<file path="src/rtl/mem_wb_skid_pkg.sv">
// Shared constants and types for the MEM->WB skid stage.
// Write-enable/reset levels, NOP/zero fill values, occupancy encoding, FSM states.
// No ports; imported by the stage, its payload register and the interface users.
package mem_wb_skid_pkg;

    localparam logic WriteEnable  = 1'b1;
    localparam logic WriteDisable = 1'b0;
    localparam logic RstEnable    = 1'b1;

    // The NOP register address and the zero word are all-zeros at any width,
    // so they are kept as fill bits and replicated to the parametrised width.
    localparam logic NopAddrBit = 1'b0;
    localparam logic ZeroBit    = 1'b0;

    localparam logic [1:0] OccEmpty = 2'd0;
    localparam logic [1:0] OccOne   = 2'd1;
    localparam logic [1:0] OccFull  = 2'd2;

    typedef enum logic [1:0] {
        ST_EMPTY = 2'd0,
        ST_ONE   = 2'd1,
        ST_FULL  = 2'd2
    } state_t;

    function automatic logic [1:0] occ_of(state_t s);
        logic [1:0] o;
        o = OccEmpty;
        case (s)
            ST_ONE:  o = OccOne;
            ST_FULL: o = OccFull;
            default: o = OccEmpty;
        endcase
        return o;
    endfunction

endpackage

</file>
<file path="src/rtl/mem_wb_skid_if.sv">
// MEM->WB handshake and payload bundle, LANES records per beat, lane 0 in the LSBs.
// slave: the skid stage's view (accepts from MEM, presents to WB).
// master: the environment's view (drives MEM side and WB ready, observes outputs).
interface mem_wb_skid_if #(
    parameter int DATA_W = 32,
    parameter int ADDR_W = 5,
    parameter int LANES  = 1
);
    logic                      flush;
    logic                      in_valid;
    logic                      in_ready;
    logic [LANES*ADDR_W-1:0]   mem_wd;
    logic [LANES-1:0]          mem_wreg;
    logic [LANES*DATA_W-1:0]   mem_wdata;
    logic [LANES*DATA_W-1:0]   mem_hi;
    logic [LANES*DATA_W-1:0]   mem_lo;
    logic [LANES-1:0]          mem_whilo;
    logic                      out_valid;
    logic                      out_ready;
    logic [LANES*ADDR_W-1:0]   wb_wd;
    logic [LANES-1:0]          wb_wreg;
    logic [LANES*DATA_W-1:0]   wb_wdata;
    logic [LANES*DATA_W-1:0]   wb_hi;
    logic [LANES*DATA_W-1:0]   wb_lo;
    logic [LANES-1:0]          wb_whilo;
    logic [1:0]                occupancy;

    modport slave (
        input  flush, in_valid, mem_wd, mem_wreg, mem_wdata, mem_hi, mem_lo, mem_whilo, out_ready,
        output in_ready, out_valid, wb_wd, wb_wreg, wb_wdata, wb_hi, wb_lo, wb_whilo, occupancy
    );

    modport master (
        output flush, in_valid, mem_wd, mem_wreg, mem_wdata, mem_hi, mem_lo, mem_whilo, out_ready,
        input  in_ready, out_valid, wb_wd, wb_wreg, wb_wdata, wb_hi, wb_lo, wb_whilo, occupancy
    );
endinterface

</file>
<file path="src/rtl/mem_wb_skid_wb_rec_reg.sv">
// Single write-back record register (all lanes) with load enable and synchronous clear.
// Ports: clk, clr (sync, wins over load), load, d_* in, q_* out.
// Clear value is the NOP address, disabled enables and zero data.
module wb_rec_reg
    import mem_wb_skid_pkg::*;
#(
    parameter int DATA_W = 32,
    parameter int ADDR_W = 5,
    parameter int LANES  = 1
) (
    input  logic                    clk,
    input  logic                    clr,
    input  logic                    load,
    input  logic [LANES*ADDR_W-1:0] d_wd,
    input  logic [LANES-1:0]        d_wreg,
    input  logic [LANES*DATA_W-1:0] d_wdata,
    input  logic [LANES*DATA_W-1:0] d_hi,
    input  logic [LANES*DATA_W-1:0] d_lo,
    input  logic [LANES-1:0]        d_whilo,
    output logic [LANES*ADDR_W-1:0] q_wd,
    output logic [LANES-1:0]        q_wreg,
    output logic [LANES*DATA_W-1:0] q_wdata,
    output logic [LANES*DATA_W-1:0] q_hi,
    output logic [LANES*DATA_W-1:0] q_lo,
    output logic [LANES-1:0]        q_whilo
);

    always_ff @(posedge clk) begin
        if (clr) begin
            q_wd    <= {(LANES*ADDR_W){NopAddrBit}};
            q_wreg  <= {LANES{WriteDisable}};
            q_wdata <= {(LANES*DATA_W){ZeroBit}};
            q_hi    <= {(LANES*DATA_W){ZeroBit}};
            q_lo    <= {(LANES*DATA_W){ZeroBit}};
            q_whilo <= {LANES{WriteDisable}};
        end else if (load == WriteEnable) begin
            q_wd    <= d_wd;
            q_wreg  <= d_wreg;
            q_wdata <= d_wdata;
            q_hi    <= d_hi;
            q_lo    <= d_lo;
            q_whilo <= d_whilo;
        end
    end

endmodule

</file>
<file path="src/rtl/mem_wb_skid.sv">
// MEM->WB pipeline register with a 2-entry skid buffer, flush and per-lane enable gating.
// Ports: clk, rst (sync, active-high), bus (slave modport: MEM offer, WB head, occupancy).
// Latency 1 cycle; in_ready registered from next state, so no out_ready->in_ready path.
module mem_wb_skid
    import mem_wb_skid_pkg::*;
#(
    parameter int DATA_W = 32,
    parameter int ADDR_W = 5,
    parameter int LANES  = 1
) (
    input  logic           clk,
    input  logic           rst,
    mem_wb_skid_if.slave   bus
);

    localparam int AW = LANES*ADDR_W;
    localparam int DW = LANES*DATA_W;

    state_t     state_q;
    state_t     state_nxt;
    logic       in_ready_q;
    logic       out_valid_q;
    logic [1:0] occ_q;

    logic in_xfer;
    logic out_xfer;
    logic head_load;
    logic head_from_skid;
    logic skid_load;

    logic [AW-1:0]    head_wd,    skid_wd,    head_d_wd;
    logic [LANES-1:0] head_wreg,  skid_wreg,  head_d_wreg;
    logic [DW-1:0]    head_wdata, skid_wdata, head_d_wdata;
    logic [DW-1:0]    head_hi,    skid_hi,    head_d_hi;
    logic [DW-1:0]    head_lo,    skid_lo,    head_d_lo;
    logic [LANES-1:0] head_whilo, skid_whilo, head_d_whilo;

    assign in_xfer  = bus.in_valid & in_ready_q;
    assign out_xfer = out_valid_q & bus.out_ready;

    always_comb begin
        state_nxt = state_q;
        case (state_q)
            ST_EMPTY: if (in_xfer) state_nxt = ST_ONE;
            ST_ONE: begin
                if (in_xfer && !out_xfer)      state_nxt = ST_FULL;
                else if (!in_xfer && out_xfer) state_nxt = ST_EMPTY;
            end
            ST_FULL:  if (out_xfer) state_nxt = ST_ONE;
            default:  state_nxt = ST_EMPTY;
        endcase
        // Flush drops everything, including a beat WB is taking this cycle
        // (WB still acts on that one; it simply is not kept here).
        if (bus.flush) state_nxt = ST_EMPTY;
    end

    // Payload moves are suppressed on flush: the head keeps its last contents
    // so only the enables (gated below) change when the stage empties.
    always_comb begin
        head_load      = 1'b0;
        skid_load      = 1'b0;
        head_from_skid = (state_q == ST_FULL);
        if (!bus.flush) begin
            case (state_q)
                ST_EMPTY: head_load = in_xfer;
                ST_ONE: begin
                    head_load = in_xfer & out_xfer;
                    skid_load = in_xfer & ~out_xfer;
                end
                ST_FULL:  head_load = out_xfer;
                default: begin
                    head_load = 1'b0;
                    skid_load = 1'b0;
                end
            endcase
        end
    end

    always_comb begin
        if (head_from_skid) begin
            head_d_wd    = skid_wd;
            head_d_wreg  = skid_wreg;
            head_d_wdata = skid_wdata;
            head_d_hi    = skid_hi;
            head_d_lo    = skid_lo;
            head_d_whilo = skid_whilo;
        end else begin
            head_d_wd    = bus.mem_wd;
            head_d_wreg  = bus.mem_wreg;
            head_d_wdata = bus.mem_wdata;
            head_d_hi    = bus.mem_hi;
            head_d_lo    = bus.mem_lo;
            head_d_whilo = bus.mem_whilo;
        end
    end

    // Control FSM; all handshake outputs are decoded from next state and registered.
    always_ff @(posedge clk) begin
        if (rst == RstEnable) begin
            state_q     <= ST_EMPTY;
            in_ready_q  <= 1'b1;
            out_valid_q <= 1'b0;
            occ_q       <= OccEmpty;
        end else begin
            state_q     <= state_nxt;
            in_ready_q  <= (state_nxt != ST_FULL);
            out_valid_q <= (state_nxt != ST_EMPTY);
            occ_q       <= occ_of(state_nxt);
        end
    end

    wb_rec_reg #(.DATA_W(DATA_W), .ADDR_W(ADDR_W), .LANES(LANES)) u_head (
        .clk     (clk),
        .clr     (rst),
        .load    (head_load),
        .d_wd    (head_d_wd),
        .d_wreg  (head_d_wreg),
        .d_wdata (head_d_wdata),
        .d_hi    (head_d_hi),
        .d_lo    (head_d_lo),
        .d_whilo (head_d_whilo),
        .q_wd    (head_wd),
        .q_wreg  (head_wreg),
        .q_wdata (head_wdata),
        .q_hi    (head_hi),
        .q_lo    (head_lo),
        .q_whilo (head_whilo)
    );

    wb_rec_reg #(.DATA_W(DATA_W), .ADDR_W(ADDR_W), .LANES(LANES)) u_skid (
        .clk     (clk),
        .clr     (rst),
        .load    (skid_load),
        .d_wd    (bus.mem_wd),
        .d_wreg  (bus.mem_wreg),
        .d_wdata (bus.mem_wdata),
        .d_hi    (bus.mem_hi),
        .d_lo    (bus.mem_lo),
        .d_whilo (bus.mem_whilo),
        .q_wd    (skid_wd),
        .q_wreg  (skid_wreg),
        .q_wdata (skid_wdata),
        .q_hi    (skid_hi),
        .q_lo    (skid_lo),
        .q_whilo (skid_whilo)
    );

    assign bus.in_ready  = in_ready_q;
    assign bus.out_valid = out_valid_q;
    assign bus.occupancy = occ_q;
    assign bus.wb_wd     = head_wd;
    assign bus.wb_wdata  = head_wdata;
    assign bus.wb_hi     = head_hi;
    assign bus.wb_lo     = head_lo;
    // No register or HI/LO write may leave an empty or flushed stage.
    assign bus.wb_wreg   = head_wreg  & {LANES{out_valid_q}};
    assign bus.wb_whilo  = head_whilo & {LANES{out_valid_q}};

endmodule

</file>
<file path="src/flat_wrapper.sv">
// flat-port wrapper written by rule: the top's interface ports become plain ports
module mem_wb_skid_flat import mem_wb_skid_pkg::*;
#(
    parameter int DATA_W = 32,
    parameter int ADDR_W = 5,
    parameter int LANES  = 1
)
  (clk, rst, bus_flush, bus_in_valid, bus_mem_wd, bus_mem_wreg, bus_mem_wdata, bus_mem_hi, bus_mem_lo, bus_mem_whilo, bus_out_ready, bus_in_ready, bus_out_valid, bus_wb_wd, bus_wb_wreg, bus_wb_wdata, bus_wb_hi, bus_wb_lo, bus_wb_whilo, bus_occupancy);
  mem_wb_skid_if #(.DATA_W(DATA_W), .ADDR_W(ADDR_W), .LANES(LANES)) bus_i ();
  input  logic clk;
  input  logic rst;
  input wire logic [$bits(bus_i.flush)-1:0] bus_flush;
  input wire logic [$bits(bus_i.in_valid)-1:0] bus_in_valid;
  input wire logic [$bits(bus_i.mem_wd)-1:0] bus_mem_wd;
  input wire logic [$bits(bus_i.mem_wreg)-1:0] bus_mem_wreg;
  input wire logic [$bits(bus_i.mem_wdata)-1:0] bus_mem_wdata;
  input wire logic [$bits(bus_i.mem_hi)-1:0] bus_mem_hi;
  input wire logic [$bits(bus_i.mem_lo)-1:0] bus_mem_lo;
  input wire logic [$bits(bus_i.mem_whilo)-1:0] bus_mem_whilo;
  input wire logic [$bits(bus_i.out_ready)-1:0] bus_out_ready;
  output wire logic [$bits(bus_i.in_ready)-1:0] bus_in_ready;
  output wire logic [$bits(bus_i.out_valid)-1:0] bus_out_valid;
  output wire logic [$bits(bus_i.wb_wd)-1:0] bus_wb_wd;
  output wire logic [$bits(bus_i.wb_wreg)-1:0] bus_wb_wreg;
  output wire logic [$bits(bus_i.wb_wdata)-1:0] bus_wb_wdata;
  output wire logic [$bits(bus_i.wb_hi)-1:0] bus_wb_hi;
  output wire logic [$bits(bus_i.wb_lo)-1:0] bus_wb_lo;
  output wire logic [$bits(bus_i.wb_whilo)-1:0] bus_wb_whilo;
  output wire logic [$bits(bus_i.occupancy)-1:0] bus_occupancy;
  assign bus_i.flush = bus_flush;
  assign bus_i.in_valid = bus_in_valid;
  assign bus_i.mem_wd = bus_mem_wd;
  assign bus_i.mem_wreg = bus_mem_wreg;
  assign bus_i.mem_wdata = bus_mem_wdata;
  assign bus_i.mem_hi = bus_mem_hi;
  assign bus_i.mem_lo = bus_mem_lo;
  assign bus_i.mem_whilo = bus_mem_whilo;
  assign bus_i.out_ready = bus_out_ready;
  assign bus_in_ready = bus_i.in_ready;
  assign bus_out_valid = bus_i.out_valid;
  assign bus_wb_wd = bus_i.wb_wd;
  assign bus_wb_wreg = bus_i.wb_wreg;
  assign bus_wb_wdata = bus_i.wb_wdata;
  assign bus_wb_hi = bus_i.wb_hi;
  assign bus_wb_lo = bus_i.wb_lo;
  assign bus_wb_whilo = bus_i.wb_whilo;
  assign bus_occupancy = bus_i.occupancy;
  mem_wb_skid #(.DATA_W(DATA_W), .ADDR_W(ADDR_W), .LANES(LANES)) u_core (.clk(clk), .rst(rst), .bus(bus_i));
endmodule
</file>
<file path="config.mk">
export PLATFORM = sky130hd
export DESIGN_NAME = mem_wb_skid_flat
export DESIGN_NICKNAME = d
export VERILOG_FILES = /design/src/rtl/mem_wb_skid_pkg.sv /design/src/rtl/mem_wb_skid_if.sv /design/src/rtl/mem_wb_skid_wb_rec_reg.sv /design/src/rtl/mem_wb_skid.sv /design/src/flat_wrapper.sv
export SDC_FILE = /design/constraint.sdc
export NUM_CORES = 1
export LEC_CHECK = 0
export CORE_ASPECT_RATIO = 1.25
export CORE_MARGIN = 10
export CORE_UTILIZATION = 52
export CTS_CLUSTER_DIAMETER = 120
export DETAILED_ROUTE_END_ITERATION = 10
export GPL_TIMING_DRIVEN = 0
export MAX_ROUTING_LAYER = met4
export PLACE_DENSITY_LB_ADDON = 0.05
export RECOVER_POWER = 25
export SYNTH_ARGS = -nofsm -noshare
export SYNTH_HDL_FRONTEND = slang
export SYNTH_SLANG_ARGS = --single-unit
</file>
<file path="constraint.sdc">
create_clock -name clk -period 4.85 [get_ports clk]
set_input_delay 0.485 -clock clk [delete_from_list [all_inputs] [get_ports clk]]
set_output_delay 0.485 -clock clk [all_outputs]
set_load 0.02 [all_outputs]
</file>
* Word-level counts from Yosys, hierarchy flattened
Index checks and enable logic that the tools add are counted.
** Operators by class
- Equal/unequal tests :: 5
- Muxes and demuxes :: 17
- Bitwise operators :: 7
- Reductions and logical operators :: 6
** Operator list (count)
- 32-bit 2-to-1 mux :: 3
- 2-bit 2-to-1 mux :: 5
- 1-bit bitwise AND :: 6
- 2-bit one-hot mux with 3 select lines :: 1
- 1-bit 2-to-1 mux :: 5
- 5-bit 2-to-1 mux :: 1
- 2-bit by 1-bit == test with 1-bit output (second input constant) :: 2
- 2-bit == test (second input constant) :: 2
- 2-bit one-hot mux with 2 select lines :: 1
- 1-bit one-hot mux with 3 select lines :: 1
- 1-bit logical AND :: 2
- 1-bit zero test :: 2
- 2-bit zero test :: 1
- 2-bit inequality test (second input constant) :: 1
- 2-bit nonzero test :: 1
- 1-bit NOT :: 1
** Word-level totals
- Bits in registers :: 212
- Output and inout port bits :: 107
- Word-level logic and storage cells :: 51

* Longest topological paths before layout
Gate-level depths: netlist (run 1).
- Depth in word-level cells :: 9
- Mapped depth :: 7

* By module
Synthesis (run 1) repeated with hierarchy kept, for this count alone.
** Second synthesis, totals
- Cell total of the unflattened synthesis :: 1027
- Area total of the unflattened synthesis :: 8976.1 sq um
** By module, submodules not included
- wb_rec_reg :: times used 2, cells each 332, area an instance 3712.3 sq um
- mem_wb_skid :: times used 1, cells each 363, area an instance 1551.5 sq um

* Worst setup path before layout (run 1)
OpenSTA, ideal clock, no wires.
- Path kind :: input to register
- From :: input bus_flush
- To :: register u_core.u_skid.q_lo[10]
- Setup time :: 0.070 ns
- Data arrival time :: 1.776 ns
- Data required time :: 4.780 ns
- Slack :: 3.004 ns
- Stages on the path :: 7
- Buffers on the path :: 4
- Cells stage by stage :: clkbuf_1 -> or3_1 -> clkbuf_1 -> clkbuf_1 -> clkbuf_1 -> nand2_1 -> a21oi_1
** Between the ends
- Longest elaborated chain between the ends :: 1
** RTL lines
- start: declaration :: RTL line flat_wrapper.sv:12 : input wire logic [$bits(bus_i.flush)-1:0] bus_flush;
- 1-bit 2-to-1 mux :: RTL line mem_wb_skid.sv:63 : if (!bus.flush) begin
- end signal: assignment :: RTL line mem_wb_skid_wb_rec_reg.sv:34 : q_lo <= {(LANES*DATA_W){ZeroBit}};
- end signal: assignment :: RTL line mem_wb_skid_wb_rec_reg.sv:41 : q_lo <= d_lo;
- end: declaration :: RTL line mem_wb_skid_wb_rec_reg.sv:24 : output logic [LANES*DATA_W-1:0] q_lo,
No other way between the ends.
A chain may end at the register's enable or synchronous reset.

* Final worst setup path (run 1)
- From :: input bus_out_ready
- To :: register u_core.u_skid.q_hi[17]
** Between the ends
- Longest elaborated chain between the ends :: 5
** RTL lines
- start: declaration :: RTL line flat_wrapper.sv:20 : input wire logic [$bits(bus_i.out_ready)-1:0] bus_out_ready;
- 1-bit bitwise AND :: RTL line mem_wb_skid.sv:39 : assign out_xfer = out_valid_q & bus.out_ready;
- 1-bit NOT :: RTL line mem_wb_skid.sv:68 : skid_load = in_xfer & ~out_xfer;
- 1-bit bitwise AND :: RTL line mem_wb_skid.sv:68
- 1-bit 2-to-1 mux :: RTL line mem_wb_skid.sv:64 : case (state_q)
- 1-bit 2-to-1 mux :: RTL line mem_wb_skid.sv:63
- end signal: assignment :: RTL line mem_wb_skid_wb_rec_reg.sv:33 : q_hi <= {(LANES*DATA_W){ZeroBit}};
- end signal: assignment :: RTL line mem_wb_skid_wb_rec_reg.sv:40 : q_hi <= d_hi;
- end: declaration :: RTL line mem_wb_skid_wb_rec_reg.sv:23 : output logic [LANES*DATA_W-1:0] q_hi,
No other way between the ends.

==> impl_metrics.json, run 1 <==
{
  "outcome": "finished clean",
  "grt_pass1_vias": 7979,
  "drt_wl_total_um": 24800,
  "r2r-end": "u_core.u_skid.q_hi[17]",
  "die_w_um": 132,
  "cp_data_required_time_ns": 5.27,
  "endpoint_kind": "flip-flop",
  "hp-class": "in -> reg",
  "holdWs_ns": 0.444,
  "final_area_sq_mm": 0.0113,
  "post_cts_buffers": 0,
  "crit_fanout": 10,
  "ys.flop_type": "dfxtp_1",
  "ctsRootBufferMaster": "clkbuf_16",
  "p_leak_nw": 4.21,
  "path_cells": "clkdlybuf4s50_1 -> a21bo_2 -> nor3_1 -> clkbuf_1 -> buf_2 -> nand2_1 -> a21oi_1",
  "drv_cap": 0,
  "ant_nets": 0,
  "fin_ws_ns": 2.45,
  "drt-wirelength-per-cell_um": 16.4,
  "preCtsSetupSlack_ns": 1.98,
  "fin_skew_ns": 0.00620,
  "htreeDepth": 1,
  "grt_pass1_wl_um": 39800,
  "syn_nets": 1159,
  "regToRegStartpoint": "u_core.state_q[1]",
  "ys_ff_latch": 212,
  "setup_violations": 0,
  "grtUsageTotal_pct": 23.1,
  "crit_slowest_cell": "clkbuf_1",
  "clk_pin_slew_ns": 0.07,
  "r2r_slack_ns": 2.46,
  "clock_latency_ns": 0.49,
  "post_cts_resized": 0,
  "syn-mean-instance-area_sq_um": 7.78,
  "p_per_area_mw_per_mm2": 370,
  "worstHoldPathCells": 2,
  "worstPathArrival_ns": 2.82,
  "gp_congestion": 0.856,
  "fin_tns_setup_ns": 0,
  "worst_slew_pin_slew_ns": 0.691,
  "vias": 7963,
  "hold_viol": 0,
  "hold_start": "bus_flush",
  "cts_tree": "done",
  "rows": 51,
  "start_util_pct": 52.7,
  "hpwl_um": 18200,
  "antenna_found_initial": 1,
  "clockBufferDepth": 3,
  "period_minus_slack_ns": 2.40,
  "first_pass_iters": 5,
  "syn2layout_area_growth_pct": 38.4,
  "die_h_um": 160,
  "syn_inst": 1051,
  "slew_violations": 0,
  "viasPerCell": 5.27,
  "drt-initial-drc-count": 428,
  "cp-start-kind": "input pin",
  "hold_path_end": "u_core.state_q[0]",
  "path_class": "in -> reg",
  "yosysSeqAreaShare_pct": 51.9,
  "syn_area_sq_mm": 0.00817,
  "io_buffers": 212,
  "pin_count": 215,
  "max_stage_delay_ns": 0.53,
  "hold_buffers": 0,
  "drive_above_1_share_pct": 5.01,
  "ys_types": 21,
  "overflow": 0,
  "synth_edf_count": 0,
  "nets": 1393,
  "cts_made_buffers": 20,
  "placed_cell_area_sq_mm": 0.0106,
  "clock-sinks": 212,
  "core-area_sq_mm": 0.0155,
  "die_area_sq_mm": 0.0212,
  "async_flop_share_pct": 0,
  "max_freq_mhz": 417,
  "synth_warnings": 0,
  "drc": 0,
  "rsz0062_at_grt": "false",
  "relSlewSlack_pct": 53.9,
  "min_period_over_period_pct": 49.4,
  "finalPower_mw": 4.19,
  "reg2regPathDepth": 6,
  "vdd_drop_max_mv": 0.317,
  "grt_max_degree": 16,
  "final_common_cell": "nand2_1",
  "layout_common_cells": "nand2_1 (414), dfxtp_1 (212), clkdlybuf4s50_1 (139), a21oi_1 (105), nor2_1 (105)"
}
==> cell type report <==
type | instances | area [sq um]
fill | 1296 | 4200
clock buffer | 27 | 578
antenna | 1 | 2.50
tap | 212 | 265
sequential | 212 | 4240
timing repair buffer | 212 | 2120
buffer | 94 | 404
multi-input combinational | 745 | 3520
clock inverter | 8 | 171
==> where the power goes <==
group          internal (mW)  switching (mW)  total [mW]
clock                   1.10           0.665        1.77
sequential              1.82          0.0398        1.86
combinational          0.252           0.303       0.556
total                   3.18            1.01        4.19
==> metal layers <==
layer / vias up / wire (um) / track usage, %
met3: 47 / 1860 / 6.53
met1: 3673 / 9930 / 24.9
li1: 3999 / - / -
met4: 0 / 603 / 7.55
met5: - / 0 / -
met2: 244 / 12400 / 40.1
==> critical path, delay by kind of cell <==
kind                   cells  cell delay [ns]
AO/OA/AOI/OAI              2             0.40
AND/OR/NAND/NOR            2             0.59
buffers and inverters      3             1.34
==> cell families after synthesis <==
family	count (synthesis)	synth area share, %
buffers and inverters	94	4.97
AO/OA/AOI/OAI	214	18.4
AND/OR/NAND/NOR	530	24.6
flip-flops	212	51.9
XOR/XNOR	1	0.107
==> synth_stat cells, types with 2 or more instances <==
cell       count  area share (%)
and2_1         2            0.15
clkbuf_1      61             2.8
a21oi_1      105             6.4
nand2_1      414              19
a2111oi_0      2            0.21
buf_4          5            0.46
buf_2         28             1.7
dfxtp_1      212              52
nor3_1         4            0.24
nor2_1       105             4.8
a311oi_1     103              11
==> how the worst max path moves through the flow <==
stage,startpoint,end,slack [ns],cells past startpoint
finish,bus_out_ready,u_core.u_skid.q_hi[17],2.45,7
global route,u_core.state_q[1],u_core.u_head.q_wdata[1],2.19,6
CTS,u_core.state_q[1],u_core.u_skid.q_hi[17],2.48,6
detailed placement,bus_out_ready,u_core.u_skid.q_hi[17],1.98,7
global placement,bus_out_ready,u_core.u_skid.q_hi[27],1.99,7
floorplan,bus_flush,u_core.u_skid.q_lo[10],3.00,7
==> stage by stage <==
step                std cells  utilization [%]
detailed placement       1475             68.1
global route             1511             72.9
finish                   1511             72.9
floorplan                1051                -
global placement         1475             68.1
CTS                      1510             72.9
==> registers in the layout (all words and copies together), names as in the netlist, 2 cells and up <==
register	flops
u_core.u_head.q_lo	32
u_core.bus.occupancy	2
u_core.u_head.q_wd	5
u_core.u_skid.q_wdata	32
u_core.u_head.q_hi	32
u_core.u_skid.q_hi	32
u_core.u_head.q_wdata	32
u_core.u_skid.q_lo	32
u_core.u_skid.q_wd	5
u_core.state_q	2
Power figures use the tool's default switching activity.
==> run 2: changes to the inputs <==
--- a/config.mk
+++ b/config.mk
@@ -7,7 +7,7 @@
 export LEC_CHECK = 0
 export CORE_ASPECT_RATIO = 1.25
 export CORE_MARGIN = 10
-export CORE_UTILIZATION = 52
+export CORE_UTILIZATION = 49
 export CTS_CLUSTER_DIAMETER = 120
 export DETAILED_ROUTE_END_ITERATION = 10
 export GPL_TIMING_DRIVEN = 0
==> constraint.sdc (replaced) <==
create_clock -name clk -period 2.4 [get_ports clk]
set_input_delay 0.24 -clock clk [delete_from_list [all_inputs] [get_ports clk]]
set_output_delay 0.24 -clock clk [all_outputs]
set_load 0.02 [all_outputs]
==> run 2 against run 1 <==
Hold slack lost 0.24 ns. Combinational power grew 100%. Clock skew grew 0.0036 ns. First-iteration DRC count grew 13%. Count of clock-buffer cells in the layout grew 2. Final area shrank 0.21%. Sequential cell count is the same. Routed wire length grew 0.97%. Largest cell class unchanged. Largest power group unchanged.
==> impl_metrics.json, run 2 (synthesis results as in run 1) <==
{
  "hold_start": "bus_flush",
  "drive_above_1_share_pct": 5.55,
  "die_w_um": 136,
  "path_class": "reg -> reg",
  "drt-wirelength-per-cell_um": 16.5,
  "grt_pass1_wl_um": 39700,
  "holdWs_ns": 0.208,
  "gp_congestion": 0.833,
  "die_h_um": 164,
  "worstPathArrival_ns": 2.54,
  "min_period_over_period_pct": 89.4,
  "crit_family": "buffers and inverters",
  "hold_buffers": 0,
  "r2r_slack_ns": 0.25,
  "io_buffers": 212,
  "pin_count": 215,
  "crit_fanout": 10,
  "regToRegStartpoint": "u_core.state_q[1]",
  "ant_nets": 0,
  "cts_made_buffers": 21,
  "postLayoutCoreUtil_pct": 69.4,
  "relSlewSlack_pct": 51.4,
  "reg2regPathDepth": 6,
  "hold_viol": 0,
  "fin_skew_ns": 0.00980,
  "rsz0062_at_grt": "false",
  "worstHoldPathCells": 2,
  "vias": 8019,
  "critical_path_buf_inv_count": 3,
  "start_util_pct": 50.3,
  "hp-class": "in -> reg",
  "period_minus_slack_ns": 2.15,
  "outcome": "finished clean",
  "cts_tree": "done",
  "endpoint_kind": "flip-flop",
  "clockBufferDepth": 3,
  "die_area_sq_mm": 0.0223,
  "overflow": 0,
  "setup_violations": 0,
  "final_common_cell": "nand2_1",
  "p_per_area_mw_per_mm2": 734,
  "p_leak_nw": 4.23,
  "drt_wl_total_um": 25100,
  "cp-start-kind": "flip-flop",
  "ctsRootBufferMaster": "clkbuf_16",
  "grt_max_degree": 15,
  "hpwl_um": 18200,
  "critPathLaunch": "u_core.state_q[1]",
  "htreeDepth": 1,
  "core-area_sq_mm": 0.0163,
  "fin_ws_ns": 0.255,
  "clock-sinks": 212,
  "grt_pass1_vias": 7883,
  "path_common_cell": "clkbuf_1",
  "drv_cap": 0,
  "post_cts_resized": 0,
  "drt-initial-drc-count": 482,
  "viasPerCell": 5.29,
  "vdd_drop_max_mv": 0.503,
  "preCtsSetupSlack_ns": -0.177,
  "fin_tns_setup_ns": 0,
  "clk_pin_slew_ns": 0.06,
  "syn2layout_area_growth_pct": 38.1,
  "rows": 52,
  "clock_latency_ns": 0.49,
  "drc": 0,
  "crit_slowest_cell": "clkbuf_1",
  "max_stage_delay_ns": 0.44,
  "cp_data_required_time_ns": 2.79,
  "slew_violations": 0,
  "layout_common_cells": "nand2_1 (414), dfxtp_1 (212), clkdlybuf4s50_1 (135), a21oi_1 (105), nor2_1 (105)",
  "antenna_found_initial": 3,
  "hold_path_end": "u_core.state_q[0]",
  "path_cells": "nor2b_1 -> clkbuf_1 -> buf_2 -> clkbuf_1 -> nand2_1 -> a311oi_1",
  "nets": 1394,
  "grtUsageTotal_pct": 22.3,
  "first_pass_iters": 7,
  "worst_slew_pin_slew_ns": 0.728,
  "r2r-end": "u_core.u_head.q_hi[20]",
  "cp.depth": 6,
  "finalPower_mw": 8.28,
  "post_cts_buffers": 0,
  "max_freq_mhz": 466
}
==> run 2: cell count changes in the layout (fill, tap and decap cells not counted), moves of 3 or more <==
cell and change:
clkbuf_8 +4, dlygate4sd3_1 +4, bufinv_16 -3, clkbuf_2 +3, clkbuf_1 -7, clkdlybuf4s50_1 -4
==> run 2: routing by layer <==
layer / vias up / routed length, um / track usage (%)
li1: 4010 / - / -
met1: 3713 / 10100 / 26.0
met2: 249 / 12500 / 37.9
met3: 47 / 1920 / 4.71
met4: 0 / 577 / 6.57
met5: - / 0 / -
==> run 2: layout make-up <==
cell class              instances  area (sq um)
repair buffers                212          2120
clock buffers                  29           626
clock inverters                 6          83.8
diodes                          3          7.51
fillers                      1392          4980
well taps                     216           270
plain buffers                  94           410
flip-flops and latches        212          4240
multi-input cells             745          3520
==> run 2: report_power, final <==
part | internal (mW) | total [mW] | switching, mW
Combinational | 0.509 | 1.12 | 0.610
Clock | 2.03 | 3.40 | 1.37
Sequential | 3.68 | 3.76 | 0.0821
==> run 2: how the worst max path moves through the flow <==
stage | to
floorplan | u_core.u_head.q_wd[0]
global placement | u_core.u_skid.q_hi[31]
detailed placement | u_core.u_skid.q_hi[7]
CTS | u_core.u_skid.q_hi[31]
global route | u_core.u_skid.q_whilo
finish | u_core.u_head.q_hi[20]
==> run 2: worst register-to-register path: cells and delay by family (launching register included) <==
family                 cells  cell delay [ns]
flip-flops                 1             0.43
AND/OR/NAND/NOR            2             0.28
AO/OA/AOI/OAI              1             0.30
buffers and inverters      3             1.04
==> run 2: metrics by stage <==
step / instance area [sq um] / std cells
floorplan: 8170 / 1051
global placement: 10600 / 1479
detailed placement: 10600 / 1479
CTS: 11300 / 1514
global route: 11300 / 1517
finish: 11300 / 1517
==> run 3: changes to the inputs <==
--- a/config.mk
+++ b/config.mk
@@ -7,11 +7,10 @@
 export LEC_CHECK = 0
 export CORE_ASPECT_RATIO = 1.25
 export CORE_MARGIN = 10
-export CORE_UTILIZATION = 49
+export CORE_UTILIZATION = 44
 export CTS_CLUSTER_DIAMETER = 120
 export DETAILED_ROUTE_END_ITERATION = 10
 export GPL_TIMING_DRIVEN = 0
-export MAX_ROUTING_LAYER = met4
 export PLACE_DENSITY_LB_ADDON = 0.05
 export RECOVER_POWER = 25
 export SYNTH_ARGS = -nofsm -noshare
==> constraint.sdc (replaced) <==
create_clock -name clk -period 1.9 [get_ports clk]
set_input_delay 0.19 -clock clk [delete_from_list [all_inputs] [get_ports clk]]
set_output_delay 0.19 -clock clk [all_outputs]
set_load 0.02 [all_outputs]
==> run 3 against run 2 <==
Clock skew down 0.0024 ns. Non-clock buffer count grew 1. Critical path depth is 1 higher. First-iteration DRC count is 29% lower. Count of clock-buffer cells in the layout increased by 1. Worst setup slack got worse by 0.16 ns. Hold slack lost 0.012 ns. Sequential share of layout area decreased by 0.68 points. Routed wire length up 1.5%. Global-route usage decreased by 2.3 points. Via count down 1.6%. Clock power rose by 28%. Critical endpoint is now u_core.u_head.q_wdata[26]. Largest cell class unchanged.
==> impl_metrics.json, run 3 (synthesis results as in run 1) <==
{
  "gp_congestion": 0.787,
  "syn2layout_area_growth_pct": 40.7,
  "cp.depth": 7,
  "cp-start-kind": "flip-flop",
  "htreeDepth": 1,
  "layout_common_cells": "nand2_1 (414), dfxtp_1 (211), clkdlybuf4s50_1 (209), a21oi_1 (105), nor2_1 (105)",
  "fin_tns_setup_ns": 0,
  "crit_family": "compound AO/OA/AOI/OAI gates",
  "register_area_sq_mm": 0.00425,
  "hp-class": "in -> reg",
  "max_stage_delay_ns": 0.35,
  "period_minus_slack_ns": 1.80,
  "final_common_cell": "nand2_1",
  "vias": 7892,
  "worstPathArrival_ns": 2.21,
  "core-area_sq_mm": 0.0182,
  "multiInputGateArea_sq_mm": 0.00355,
  "finalNonFillerCells": 1533,
  "drive_above_1_share_pct": 7.23,
  "p_leak_nw": 4.15,
  "nets": 1396,
  "holdWs_ns": 0.196,
  "rows": 55,
  "max_freq_mhz": 554,
  "path_common_cell": "buf_6",
  "pin_count": 215,
  "drc": 0,
  "first_pass_iters": 5,
  "drt-wirelength-per-cell_um": 16.6,
  "fin_skew_ns": 0.00737,
  "hold_viol": 0,
  "grt_max_degree": 15,
  "drt-initial-drc-count": 341,
  "antenna_found_initial": 3,
  "vdd_drop_max_mv": 0.960,
  "worstHoldPathCells": 2,
  "path_cells": "nand3b_1 -> a221oi_4 -> buf_6 -> buf_12 -> buf_6 -> nor2_1 -> a311oi_1",
  "place_inst": 1491,
  "endpoint_kind": "flip-flop",
  "clockBufferDepth": 3,
  "cp_data_required_time_ns": 2.30,
  "grtUsageTotal_pct": 20.0,
  "crit_slowest_cell": "dfxtp_2",
  "grt_pass1_wl_um": 40500,
  "slew_violations": 0,
  "ctsRootBufferMaster": "clkbuf_16",
  "cts_made_buffers": 22,
  "hold_buffers": 0,
  "rsz0062_at_grt": "true",
  "clock-sinks": 212,
  "start_util_pct": 45.0,
  "relSlewSlack_pct": 52.1,
  "min_period_over_period_pct": 95.0,
  "setup_violations": 0,
  "die_h_um": 172,
  "io_buffers": 212,
  "drt_wl_total_um": 25400,
  "ant_nets": 0,
  "nFillCells": 1714,
  "path_class": "reg -> reg",
  "drv_cap": 0,
  "grt_pass1_vias": 7902,
  "worst_slew_pin_slew_ns": 0.718,
  "p_per_area_mw_per_mm2": 924,
  "outcome": "finished clean",
  "critical_path_buf_inv_count": 3,
  "crit_fanout": 10,
  "die_w_um": 142,
  "viasPerCell": 5.15,
  "hpwl_um": 18500,
  "die_area_sq_mm": 0.0245,
  "cts_tree": "done",
  "clk_pin_slew_ns": 0.06,
  "reg2regPathDepth": 7,
  "overflow": 0,
  "clock_latency_ns": 0.50
}
## run 3: cell types whose count changed in the layout (fill, tap and decap cells not counted), sizes merged
cell,before,now
clkbuf,90,85
diode,3,4
buf,33,40
inv,1,0
dlymetal6s2s,0,1
clkdlybuf4s50,135,209
bufinv,2,3
dlygate4sd2,0,2
clkinvlp,0,1
dlygate4sd3,77,0
## run 3: area by class of cell
type | count | share of cell area [%]
antenna | 4 | 0.0871
buffer | 90 | 4.53
clock buffer | 30 | 5.32
clock inverter | 7 | 0.979
multi-input combinational | 745 | 30.9
sequential | 212 | 36.9
tap | 228 | 2.48
timing repair buffer | 217 | 18.8
## run 3: stage by stage
stage,cell area (sq um),total power [mW],setup WS [ns],util [%]
global placement,10600,6.31,-0.665,58.2
finish,11500,10.6,0.0951,63.3
detailed placement,10600,6.32,-0.672,58.2
CTS,11400,10.7,0.0151,62.7
floorplan,8170,5.54,0.153,-
global route,11500,11.1,-0.0186,63.3
## run 3: path summary, 6_finish.rpt
kind	to	slack [ns]	from
worst max-delay path	u_core.u_head.q_wdata[26]	0.1	u_core.state_q[1]
worst min-delay path	u_core.bus.out_valid	0.20	bus_flush
worst max register to register	u_core.u_head.q_wdata[26]	0.1	u_core.state_q[1]
worst min register to register	u_core.u_skid.q_hi[7]	0.45	u_core.u_skid.q_hi[7]
## run 3: metal layers
layer / up-vias / track usage, % / part of all wire [%]
li1: 4016 / - / -
met2: 201 / 35.0 / 49
met1: 3636 / 22.6 / 40
met5: - / 0 / 0
met4: 0 / 6.32 / 2.2
met3: 39 / 6.59 / 8.2
## run 3: what timing repair did
action	4_1_cts	5_1_grt
pin swaps	1	18
resized for setup	31	46
setup buffers	5	0
endpoints found under the setup margin	200	180
## run 3: worst reg2reg max path, cell delays in order, from the launching register on
cell	delay, ns
dfxtp_2	0.35
nand3b_1	0.29
a221oi_4	0.35
buf_6	0.15
buf_12	0.14
buf_6	0.15
nor2_1	0.05
a311oi_1	0.23
## run 3: report_power, final
group          switching [mW]  internal, mW
clock                    1.71          2.65
sequential              0.111          4.65
combinational           0.777         0.723
total                    2.60          8.03
